--- src/rtl/instr_sequencer.sv ---
// Instruction sequencer: fetches from a synchronous instruction memory and
// offers each instruction to the control unit with a valid/ready handshake.
module instr_sequencer #(
  parameter int         PC_W    = 4,
  parameter logic [2:0] HALT_OP = 3'b111
) (
  input  logic            clk,
  input  logic            reset,
  input  logic            run,
  input  logic            step,
  input  logic            restart,
  output logic            imem_rd,
  output logic [PC_W-1:0] imem_addr,
  input  logic [11:0]     imem_data,
  output logic [11:0]     instr,
  output logic            instr_valid,
  input  logic            instr_ready,
  output logic [PC_W-1:0] pc,
  output logic            busy,
  output logic            halted
);

  typedef enum logic [2:0] {
    S_IDLE,
    S_FETCH,
    S_WAIT,
    S_ISSUE,
    S_HALT
  } state_t;

  state_t          r_state;
  state_t          w_next;
  logic [PC_W-1:0] r_pc;
  logic [11:0]     r_instr;
  logic            w_accept;
  logic            w_is_halt;

  assign w_accept  = (r_state == S_ISSUE) && instr_ready;
  assign w_is_halt = (imem_data[11:9] == HALT_OP);

  always_comb begin
    w_next = r_state;
    if (restart) begin
      w_next = S_IDLE;
    end else begin
      unique case (r_state)
        S_IDLE:  if (run || step) w_next = S_FETCH;
        S_FETCH: w_next = S_WAIT;
        S_WAIT:  w_next = w_is_halt ? S_HALT : S_ISSUE;
        S_ISSUE: if (w_accept) w_next = run ? S_FETCH : S_IDLE;
        S_HALT:  w_next = S_HALT;
        default: w_next = S_IDLE;
      endcase
    end
  end

  always_ff @(posedge clk or negedge reset) begin
    if (!reset) begin
      r_state <= S_IDLE;
      r_pc    <= '0;
      r_instr <= 12'h000;
    end else begin
      r_state <= w_next;
      if (restart) begin
        r_pc <= '0;
      end else begin
        if (w_accept) r_pc <= r_pc + PC_W'(1);
        if (r_state == S_WAIT) r_instr <= imem_data;
      end
    end
  end

  // All handshake/status outputs decode the registered state only
  assign imem_rd     = (r_state == S_FETCH);
  assign instr_valid = (r_state == S_ISSUE);
  assign busy        = (r_state == S_FETCH) ||
                       (r_state == S_WAIT)  ||
                       (r_state == S_ISSUE);
  assign halted      = (r_state == S_HALT);
  assign imem_addr   = r_pc;
  assign pc          = r_pc;
  assign instr       = r_instr;

endmodule
--- config.mk ---
export PLATFORM = sky130hd
export DESIGN_NAME = instr_sequencer
export DESIGN_NICKNAME = d
export VERILOG_FILES = /design/src/rtl/instr_sequencer.sv
export SDC_FILE = /design/constraint.sdc
export NUM_CORES = 1
export LEC_CHECK = 0
export ABC_CLOCK_PERIOD_IN_PS = 2800
export BUFFER_PORTS_ARGS = -buffer_cell sky130_fd_sc_hd__buf_2
export CORE_MARGIN = 1
export CORE_UTILIZATION = 48
export DETAILED_ROUTE_END_ITERATION = 10
export PLACE_DENSITY = 0.82
export SYNTH_ARGS = -nofsm -noshare
export SYNTH_HDL_FRONTEND = slang
export SYNTH_SLANG_ARGS = --single-unit
--- constraint.sdc ---
create_clock -name clk -period 2.8 [get_ports clk]
set_input_delay 0.14 -clock clk [delete_from_list [all_inputs] [get_ports clk]]
set_output_delay 0.14 -clock clk [all_outputs]
set_load 0.005 [all_outputs]
==> metrics.csv, run 1 <==
stage,metric,value,unit
hold_path,worst hold path startpoint,imem_data[8],
finish,Ant. Diodes,0,
sta,max-slew headroom at the worst pin,49.89,%
drt,vias per cell,5.044,
sta,final hold slack,0.07517,ns
synthesis,fraction of registers with async set/reset,100.0,%
global_route,global route total overflow,0,
synthesis,"Seq/Total Area, Yosys",53.00,%
place,dpl ws,1.018,ns
drt,1st-iter DRT viols,12,
setup_path,R2R Path Start,r_state[1],
sta,worst setup margin,1.025,ns
synthesis,Seq cells post-synth,19,
synthesis,Synthesized Nets,92,
sta,slew of the pin with the lowest slew margin,0.7485,ns
finish,synthesis-to-layout area growth,24.27,%
cts,CTS root buf,clkbuf_4,
synthesis,Commonest cells post-synth,"19 x dfrtp_1, 12 x mux2_2, 6 x buf_4",
cts,TritonCTS clock tree,done,
setup_path,startpoint types,flop,
synthesis,"area leader, netlist",dfrtp_1,
power,leakage,0.5724,nW
drt,total number of vias,686,
sta,fin. max-slew vios,0,
sta,Final min period,1.775,ns
floorplan,io pins,42,
place,post-DP HPWL,1.332,mm
floorplan,Die ar.,2046,sq um
global_route,largest net degree at the start of global routing,20,
synthesis,most frequent cell after synthesis,dfrtp_1,
place,global placement routability congestion,0.7644,
cts,Hold Buf Count CTS,1,
cts,CTS buffer count,3,
cts,Sink Count,19,
outcome,outcome,finished clean,
setup_path,Setup crit start,r_state[1],
synthesis,Yosys cell types,24,
cts,Post-CTS Setup Inserts,0,
cts,worst skew pair latency,0.29,ns
synthesis,Post-Syn Instances,73,
sta,RSZ-0062 raised after global routing,false,
power,total power,0.7977,mW
setup_path,WS Path Type,flop to flop,
global_route,vias in the first global route,599,
cts,cts repair resizes,0,
synthesis,Post-synth EDFFs,0,
cts,Worst-path clk slew,0.10,ns
sta,setup TNS,0,ns
global_route,Global Route Usage Sum,18.90,%
drt,drt drc,0,
sta,final hold vios,0,
floorplan,num rows,15,
synthesis,post-synth top area share,53.00,%
setup_path,Crit. End Element,flop,
synthesis,Avg Inst Size Synth,12.29,sq um
place,I/O Buffers,41,
sta,Setup Skew,0.001610,ns
drt,WL/cell,13.08,um
floorplan,Die X,45.23,um
hold_path,min-delay worst type,input pin to flop,
floorplan,core area,1745,sq um
finish,nets,131,
setup_path,Worst Path Required,2.98,ns
sta,final cycle utilization of the critical path,63.40,%
power,maximum vdd drop,0.4585,mV
floorplan,die height,45.23,um
synthesis,post-synth design cell area,897.1,sq um
synthesis,ys flop type,dfrtp_1,
job,max-cap violations,0,
global_route,initial antenna violation count,0,
drt,total wire length,1.779,mm
cts,H-tree Lvls,1,
synthesis,Ys Warns,0,
setup_path,arrival time at the worst endpoint,1.96,ns
setup_path,"critical path, cell by cell",nor4b_4 -> mux2_2,
setup_path,delay of the slowest critical-path stage,0.69,ns
floorplan,initial core utilization,51.40,%
finish,share of layout cells above drive strength 1,53.15,%
setup_path,slowest CP cell,nor4b_4,
setup_path,crit path max fanout,12,
sta,final setup fails,0,
synthesis,Synth area leaders,"dfrtp_1 53%, mux2_2 15%, buf_4 5.0%, o21ai_0 2.8%, nand4b_4 2.6%",
drt,first-pass detailed-route iteration total,4,
cts,Max clock buf depth,2,
drt,Post-DRT Antenna Nets,0,
global_route,global-route wire length before repair,2.615,mm
sta,maximum clock frequency,0.5633,GHz
power,PD cells,715.6,nW/um^2
critical path: cells and delay by family (launching register included):
family        cells  cell delay, ns
simple gates      1            0.69
flops             1            0.55
mux               1            0.42
final timing paths:
| check | to | slack (ns) | cells after the start |
|---|---|---|---|
| setup / recovery | instr[5] | 1.02 | 2 |
| min in group asynchronous | instr[2] | 0.30 | 2 |
| setup reg to reg | instr[5] | 1.02 | 2 |
| hold / removal | instr[8] | 0.08 | 2 |
| hold reg to reg | instr[10] | 0.51 | 1 |
| max in group asynchronous | instr[10] | 2.22 | 2 |
layout by cell type, fill, tap and decap left out:
master         synthesis  routed
nor2_1                 5       5
xor2_1                 1       1
nor4b_4                1       1
dlygate4sd3_1          0       1
dfrtp_1               19      19
ha_1                   1       1
a21boi_0               1       1
buf_2                  2      41
and2_1                 1       1
a31oi_1                1       1
nor3_1                 2       2
inv_1                  2       2
mux2i_1                1       1
mux2_2                12      12
nor3b_1                1       1
clkbuf_1               0       1
or3b_2                 1       1
a21oi_1                3       3
nand4b_4               1       1
clkbuf_4               0       3
or3_1                  2       2
nand3_1                2       2
nand2_1                1       1
nand2b_1               1       1
o21ai_0                5       5
a211oi_1               1       1
power by group:
group | internal (mW) | switching, mW | total, mW
Sequential | 0.365 | 0.0570 | 0.422
Clock | 0.0555 | 0.0777 | 0.133
Combinational | 0.148 | 0.0945 | 0.243
Total | 0.568 | 0.229 | 0.798
cell type report:
class	count	area, sq um
Multi-Input combinational cell	44	359.1
Tap cell	25	31.28
Inverter	2	7.507
Timing Repair Buffer	42	215.2
Sequential cell	19	475.5
Clock buffer	4	26.28
Fill cell	145	630.6
layer usage:
layer | up-vias | GRT usage (%) | wire (um)
met5 | - | 0 | 0
met4 | 0 | 10.91 | 42
met3 | 5 | 6.000 | 57
met2 | 24 | 30.14 | 920
met1 | 327 | 22.34 | 758
li1 | 330 | - | -
metrics by stage:
step | util (%) | cells | area (sq um)
floorplan | - | 73 | 897.1
global placement | 61.79 | 131 | 1079
detailed placement | 61.79 | 131 | 1079
CTS | 63.87 | 136 | 1115
global route | 63.87 | 136 | 1115
finish | 63.87 | 136 | 1115
flip-flops by register name (all words and copies together) (netlist names):
signal / flops
r_state: 3
instr: 12
imem_addr: 4
kinds of logic after synthesis:
| kind of cell | Yosys count | share of synthesized area (%) |
|---|---|---|
| muxes | 13 | 16.18 |
| buffers and inverters | 10 | 6.974 |
| adders and majority gates | 1 | 1.394 |
| AOI/OAI and AO/OA | 11 | 6.834 |
| xor gates and xnor gates | 1 | 0.9765 |
| DFF | 19 | 53.00 |
| and+or+nand+nor | 18 | 14.64 |
(Power assumes the default switching activity.)
==> run 2: changes to the inputs <==
==> config.mk (replaced) <==
export PLATFORM = sky130hd
export DESIGN_NAME = instr_sequencer
export DESIGN_NICKNAME = d
export VERILOG_FILES = /design/src/rtl/instr_sequencer.sv
export SDC_FILE = /design/constraint.sdc
export NUM_CORES = 1
export LEC_CHECK = 0
export ABC_AREA = 1
export ABC_CLOCK_PERIOD_IN_PS = 1630
export BUFFER_PORTS_ARGS = -buffer_cell sky130_fd_sc_hd__buf_2
export CORE_MARGIN = 1
export CORE_UTILIZATION = 41
export DETAILED_ROUTE_END_ITERATION = 10
export PLACE_DENSITY = 0.74
export SYNTH_ARGS = -nofsm -noshare
export SYNTH_HDL_FRONTEND = slang
export SYNTH_SLANG_ARGS = --single-unit
==> constraint.sdc (replaced) <==
create_clock -name clk -period 1.63 [get_ports clk]
set_input_delay 0.0815 -clock clk [delete_from_list [all_inputs] [get_ports clk]]
set_output_delay 0.0815 -clock clk [all_outputs]
set_load 0.005 [all_outputs]
==> metrics.csv, run 2 <==
stage,metric,value,unit,change
sta,max-slew headroom at the worst pin,71.35,%,+21 points
synthesis,most frequent cell after synthesis,nand2_1,,
synthesis,Post-Syn Instances,119,,+63%
global_route,largest net degree at the start of global routing,20,,unchanged
place,Post-Place Cells,182,,+39%
drt,first-pass detailed-route iteration total,6,,+2
power,clock power share,15.5,%,-1.2 points
sta,maximum clock frequency,0.7388,GHz,
finish,most frequent cells in the layout,"41 x buf_2, 35 x nand2_1, 21 x nand3_1, 19 x dfrtp_1, 13 x inv_1",,
job,max-cap violations,0,,unchanged
global_route,initial antenna violation count,0,,unchanged
sta,fin. max-slew vios,0,,unchanged
cts,CTS root buf,clkbuf_4,,
synthesis,Post-synth EDFFs,0,,unchanged
power,total power,1.553,mW,+95%
power,maximum vdd drop,0.7368,mV,+61%
cts,cts repair resizes,0,,unchanged
sta,final setup fails,0,,unchanged
drt,1st-iter DRT viols,23,,+11
global_route,global-route wire length before repair,3.594,mm,+37%
synthesis,Ys Warns,0,,unchanged
finish,"commonest non-fill, non-tap cell in the layout",buf_2,,
synthesis,post-synth design cell area,954.7,sq um,+6.4%
cts,Worst-path clk slew,0.11,ns,about the same
synthesis,fraction of registers with async set/reset,100.0,%,unchanged
sta,RSZ-0062 raised after global routing,false,,
synthesis,Seq cells post-synth,19,,unchanged
finish,Largest register FFs,12,,unchanged
synthesis,Synth area leaders,"dfrtp_1 50%, nand2_1 14%, nand3_1 11%, inv_1 5.1%, buf_4 3.9%",,
sta,Setup Skew,0.002040,ns,+0.0004301 ns
drt,WL/cell,10.76,um,-18%
sta,Final min period,1.353,ns,
power,Sw Pwr,0.5673,mW,+150%
finish,share of layout cells above drive strength 1,31.93,%,-21 points
cts,worst skew pair latency,0.30,ns,about the same
synthesis,"area leader, netlist",dfrtp_1,,
cts,CTS buffer count,3,,unchanged
finish,Ant. Diodes,0,,unchanged
place,post-DP HPWL,1.544,mm,+16%
drt,total wire length,2.088,mm,+17%
sta,worst setup margin,0.2765,ns,-0.7482 ns
synthesis,Synthesized Nets,138,,+50%
setup_path,WS Path Type,input pin to flop,,
power,internal power,0.9854,mW,+73%
setup_path,arrival time at the worst endpoint,1.55,ns,-0.41 ns
synthesis,Yosys cell types,19,,-21%
synthesis,Commonest cells post-synth,"35 x nand2_1, 21 x nand3_1, 19 x dfrtp_1",,
finish,synthesis-to-layout area growth,31.85,%,
drt,drt drc,0,,unchanged
global_route,vias in the first global route,856,,+43%
floorplan,num rows,17,,+2
hold_path,min-delay worst type,input pin to flop,,
power,PD cells,1234,nW/um^2,+72%
place,global placement routability congestion,0.7998,,+4.6%
power,sequential power share,46.4,%,-6.5 points
sta,slew of the pin with the lowest slew margin,0.4298,ns,-0.3187 ns
setup_path,startpoint types,input pin,,
cts,Sink Count,19,,unchanged
floorplan,Die ar.,2526,sq um,+23%
synthesis,post-synth top area share,49.80,%,-3.2 points
global_route,global route total overflow,0,,unchanged
floorplan,core area,2212,sq um,+27%
sta,final cycle utilization of the critical path,83.04,%,
synthesis,Avg Inst Size Synth,8.022,sq um,-35%
drt,Post-DRT Antenna Nets,0,,unchanged
place,I/O Buffers,41,,unchanged
drt,vias per cell,4.809,,-4.7%
floorplan,die height,50.26,um,+11%
global_route,Global Route Usage Sum,18.88,%,about the same
power,Gate power share,38.1,%,+7.7 points
cts,H-tree Lvls,1,,unchanged
finish,nets,186,,+42%
synthesis,"Seq/Total Area, Yosys",49.80,%,-3.2 points
power,leakage,0.7296,nW,+27%
floorplan,io pins,42,,unchanged
floorplan,initial core utilization,43.16,%,-8.2 points
cts,Max clock buf depth,2,,unchanged
place,dpl ws,0.4102,ns,-0.6073 ns
setup_path,crit path max fanout,12,,unchanged
setup_path,Worst Path Required,1.83,ns,-1.15 ns
synthesis,ys flop type,dfrtp_1,,
outcome,outcome,finished clean,,
floorplan,Die X,50.26,um,+11%
setup_path,Crit. End Element,flop,,
power,sw frac,36.53,%,+7.8 points
cts,TritonCTS clock tree,done,,
finish,Post-Layout Cell Count,194,,+43%
drt,total number of vias,933,,+36%
sta,final hold vios,0,,unchanged
sta,setup TNS,0,ns,unchanged
## run 2: cell count changes after synthesis, sizes merged, moves of 2 or more
cell   before  now
nand2       1   37
nand3       2   22
mux2       12    0
inv         2   13
nor2        5    8
o21ai       5    3
or3         2    0
## run 2: per-layer routing
layer	wire, um	GRT usage [%]	vias up	part of all wire [%]
met5	0	0	-	0
met4	29	7.143	0	1.4
met3	94	3.030	4	4.5
met2	942	30.44	29	45
met1	1021	25.14	435	49
li1	-	-	465	-
## run 2: power groups by stage
stage	Combinational (mW)	Sequential [mW]	Clock, mW
after CTS	0.601	0.721	0.258
after global placement	0.569	0.728	0
final	0.592	0.720	0.241
after global routing	0.683	0.740	0.267
after floorplan	0.328	0.737	0
after detailed placement	0.584	0.730	0
## run 2: final timing paths
check	from	to	slack, ns	cells past startpoint
max	restart	r_state[0]	0.28	10
min	imem_data[5]	instr[5]	0.01	3
max reg2reg	r_state[2]	instr[8]	0.41	4
min reg2reg	instr[0]	instr[0]	0.48	2
max in group asynchronous	reset	imem_addr[0]	1.09	2
min in group asynchronous	reset	instr[0]	0.24	2
## run 2: critical path: stages
cell	delay, ns
dlygate4sd3_1	0.53
buf_2	0.14
inv_1	0.32
nand2_1	0.10
nor2_1	0.11
nand2_1	0.06
nand2_1	0.06
inv_1	0.04
nand3_1	0.05
nand2_1	0.06
## run 2: repair_timing
item                       CTS  global route
hold buffers                 8             0
buffers inserted             0             0
setup endpoints to repair    0             0
hold endpoints to repair    27             0
## run 2: logic make-up (layout without fill, tap and decap cells)
group           Yosys count  after routing  synth area share, %
flops                    19             19                49.80
simple gates             70             70                33.42
compound gates            7              7                3.669
fa+ha+maj                 1              1                1.310
buf+inv                  22             69                11.80
## run 2: final cells by class
| class | instances | area, sq um |
|---|---|---|
| clock inverter | 1 | 5.005 |
| inverter | 14 | 53.80 |
| timing repair buffer | 51 | 300.3 |
| multi-input combinational | 78 | 366.6 |
| sequential | 19 | 475.5 |
| fill | 230 | 953.4 |
| tap | 28 | 35.03 |
| clock buffer | 3 | 22.52 |
## run 2: metrics by stage
stage | area (sq um) | hold slack (ns) | utilization (%)
6_report | 1259 | 0.01291 | 56.90
5_1_grt | 1259 | 0.01601 | 56.90
4_1_cts | 1259 | 0.001342 | 56.90
3_5_place_dp | 1151 | 0.05377 | 52.04
3_3_place_gp | 1151 | 0.03832 | 52.04
2_1_floorplan | 954.7 | -0.2141 | -
==> run 3: changes to the inputs <==
==> config.mk (replaced) <==
export PLATFORM = sky130hd
export DESIGN_NAME = instr_sequencer
export DESIGN_NICKNAME = d
export VERILOG_FILES = /design/src/rtl/instr_sequencer.sv
export SDC_FILE = /design/constraint.sdc
export NUM_CORES = 1
export LEC_CHECK = 0
export ABC_AREA = 0
export ABC_CLOCK_PERIOD_IN_PS = 1400
export BUFFER_PORTS_ARGS = -buffer_cell sky130_fd_sc_hd__buf_2
export CORE_MARGIN = 1
export CORE_UTILIZATION = 45
export DETAILED_ROUTE_END_ITERATION = 10
export PLACE_DENSITY = 0.78
export SYNTH_ARGS = -nofsm -noshare
export SYNTH_HDL_FRONTEND = slang
export SYNTH_SLANG_ARGS = --single-unit
==> constraint.sdc (replaced) <==
create_clock -name clk -period 1.4 [get_ports clk]
set_input_delay 0.07 -clock clk [delete_from_list [all_inputs] [get_ports clk]]
set_output_delay 0.07 -clock clk [all_outputs]
set_load 0.005 [all_outputs]
==> metrics.csv, run 3 (synthesis gave the netlist of run 1 again) <==
stage,metric,value,unit,change
sta,worst setup margin,0.05020,ns,-0.2263 ns
sta,Setup Skew,0.007407,ns,+0.005367 ns
power,sequential power share,50.2,%,+3.8 points
drt,WL/cell,12.15,um,+13%
floorplan,num rows,15,,-2
cts,Worst-path clk slew,0.11,ns,about the same
sta,Final min period,1.350,ns,
place,I/O Buffers,41,,unchanged
setup_path,slowest CP cell,dfrtp_2,,
cts,CTS root buf,clkbuf_4,,
cts,TritonCTS clock tree,done,,
power,sw frac,28.55,%,-8.0 points
cts,Max clock buf depth,2,,unchanged
sta,final cycle utilization of the critical path,96.41,%,
sta,RSZ-0062 raised after global routing,false,,
setup_path,"critical path, cell by cell",nor4b_4 -> buf_12 -> mux2_2,,
finish,synthesis-to-layout area growth,40.59,%,
floorplan,initial core utilization,49.79,%,+6.6 points
cts,CTS buffer count,3,,unchanged
sta,fin. max-slew vios,0,,unchanged
setup_path,R2R Path Start,r_state[0],,
global_route,initial antenna violation count,0,,unchanged
cts,H-tree Lvls,1,,unchanged
setup_path,startpoint types,flop,,
global_route,largest net degree at the start of global routing,20,,unchanged
power,maximum vdd drop,0.9553,mV,+30%
cts,Post-CTS Setup Inserts,0,,unchanged
setup_path,Worst Reg-to-Reg Cells,3,,-1
setup_path,WS Path Type,flop to flop,,
finish,share of layout cells above drive strength 1,54.40,%,+22 points
sta,final hold vios,0,,unchanged
power,internal power,1.170,mW,+19%
job,max-cap violations,0,,unchanged
drt,total wire length,1.822,mm,-13%
place,post-DP HPWL,1.320,mm,-15%
setup_path,Setup crit start,r_state[0],,
finish,most frequent cells in the layout,"41 x buf_2, 17 x dfrtp_1, 12 x mux2_2, 10 x dlygate4sd3_1, 5 x o21ai_0",,
drt,first-pass detailed-route iteration total,4,,-2
setup_path,arrival time at the worst endpoint,1.55,ns,about the same
finish,Ant. Diodes,0,,unchanged
finish,nets,145,,-22%
sta,final setup fails,0,,unchanged
sta,slew of the pin with the lowest slew margin,0.4139,ns,-0.01590 ns
drt,drt drc,0,,unchanged
setup_path,crit-path leading delay family,flip-flops,,
setup_path,crit path max fanout,12,,unchanged
place,global placement routability congestion,0.7241,,-9.5%
sta,max-slew headroom at the worst pin,72.41,%,+1.1 points
global_route,Global Route Usage Sum,18.27,%,-0.61 points
cts,worst skew pair latency,0.30,ns,about the same
floorplan,io pins,42,,unchanged
setup_path,Crit path depth,3,,-7
power,PD cells,1298,nW/um^2,+5.2%
power,clock power share,16.7,%,+1.2 points
finish,final design utilization,70.00,%,+13 points
setup_path,R2R setup slack,0.05,ns,-0.36 ns
floorplan,Die X,46.65,um,-7.2%
floorplan,die height,46.65,um,-7.2%
power,Gate power share,33.1,%,-5.0 points
drt,total number of vias,730,,-22%
drt,Post-DRT Antenna Nets,0,,unchanged
drt,1st-iter DRT viols,16,,-30%
setup_path,CP Buf/Inv Count,1,,-3
place,dpl ws,0.04037,ns,-0.3699 ns
global_route,global route total overflow,0,,unchanged
power,leakage,0.6384,nW,-13%
finish,"commonest non-fill, non-tap cell in the layout",buf_2,,
setup_path,reg-to-reg endpoint,instr[11],,
global_route,global-route wire length before repair,2.663,mm,-26%
setup_path,delay of the slowest critical-path stage,0.43,ns,-0.10 ns
outcome,outcome,finished clean,,
drt,vias per cell,4.867,,+1.2%
setup_path,Crit. End Element,flop,,
setup_path,Setup crit end,instr[11],,
power,Sw Pwr,0.4674,mW,-18%
cts,Sink Count,19,,unchanged
finish,Largest register FFs,12,,unchanged
sta,maximum clock frequency,0.7409,GHz,
floorplan,core area,1802,sq um,-19%
hold_path,min-delay worst type,input pin to flop,,
floorplan,Die ar.,2176,sq um,-14%
global_route,vias in the first global route,643,,-25%
setup_path,Worst Path Required,1.60,ns,-0.23 ns
[run 3: per-stage QoR]
stage / hold slack (ns) / area [sq um] / power [mW] / TNS [ns] / instances
after floorplan: -0.2256 / 902.1 / 1.082 / -0.002539 / 73
after global placement: 0.02254 / 1130 / 1.332 / 0 / 136
after detailed placement: 0.03015 / 1130 / 1.359 / 0 / 136
after CTS: 0.002509 / 1257 / 1.657 / 0 / 150
after global routing: 0.006700 / 1261 / 1.748 / 0 / 150
final: 0.01376 / 1261 / 1.637 / 0 / 150
[run 3: repair_timing]
item	4_1_cts	5_1_grt
endpoints found under the hold margin	28	0
setup endpoints to repair	0	7
hold buffers	10	0
resized for setup	0	2
[run 3: worst reg2reg max path, delay by kind of cell, from the launching register on]
family | cells | cell delay (ns)
AND/OR/NAND/NOR | 1 | 0.30
flip-flops | 1 | 0.43
buffers and inverters | 1 | 0.18
multiplexers | 1 | 0.34
[run 3: how the worst min path moves through the flow]
stage / from / slack (ns) / cells after the start / end
floorplan: reset / -0.23 / 0 / imem_addr[0]
global placement: reset / 0.02 / 1 / instr[0]
detailed placement: reset / 0.03 / 1 / instr[1]
CTS: imem_data[10] / 0.003 / 2 / instr[10]
global route: imem_data[10] / 0.007 / 2 / instr[10]
finish: imem_data[10] / 0.01 / 2 / instr[10]
[run 3: metal layers]
metal  track usage, %  part of all wire, %  vias up
met3            7.451                  5.2        4
li1                 -                    -      360
met2            28.33                   50       26
met1            21.70                   43      340
met4            9.143                  1.0        0
met5                0                    0        -
[run 3: final cells by class]
cell class | instances | area, sq um
Multi-Input combinational cell | 44 | 361.6
Clock inverter | 1 | 5.005
Fill cell | 132 | 540.5
Tap cell | 25 | 31.28
Timing Repair Buffer | 56 | 355.3
Sequential cell | 19 | 478.0
Clock buffer | 3 | 22.52
Inverter | 2 | 7.507
[run 3: power groups by stage]
| stage | Sequential [mW] | Clock, mW | Combinational, mW |
|---|---|---|---|
| detailed placement | 0.834 | 0 | 0.524 |
| CTS | 0.823 | 0.289 | 0.545 |
| global placement | 0.826 | 0 | 0.506 |
| global route | 0.848 | 0.304 | 0.597 |
| floorplan | 0.852 | 0 | 0.230 |
| finish | 0.821 | 0.273 | 0.543 |
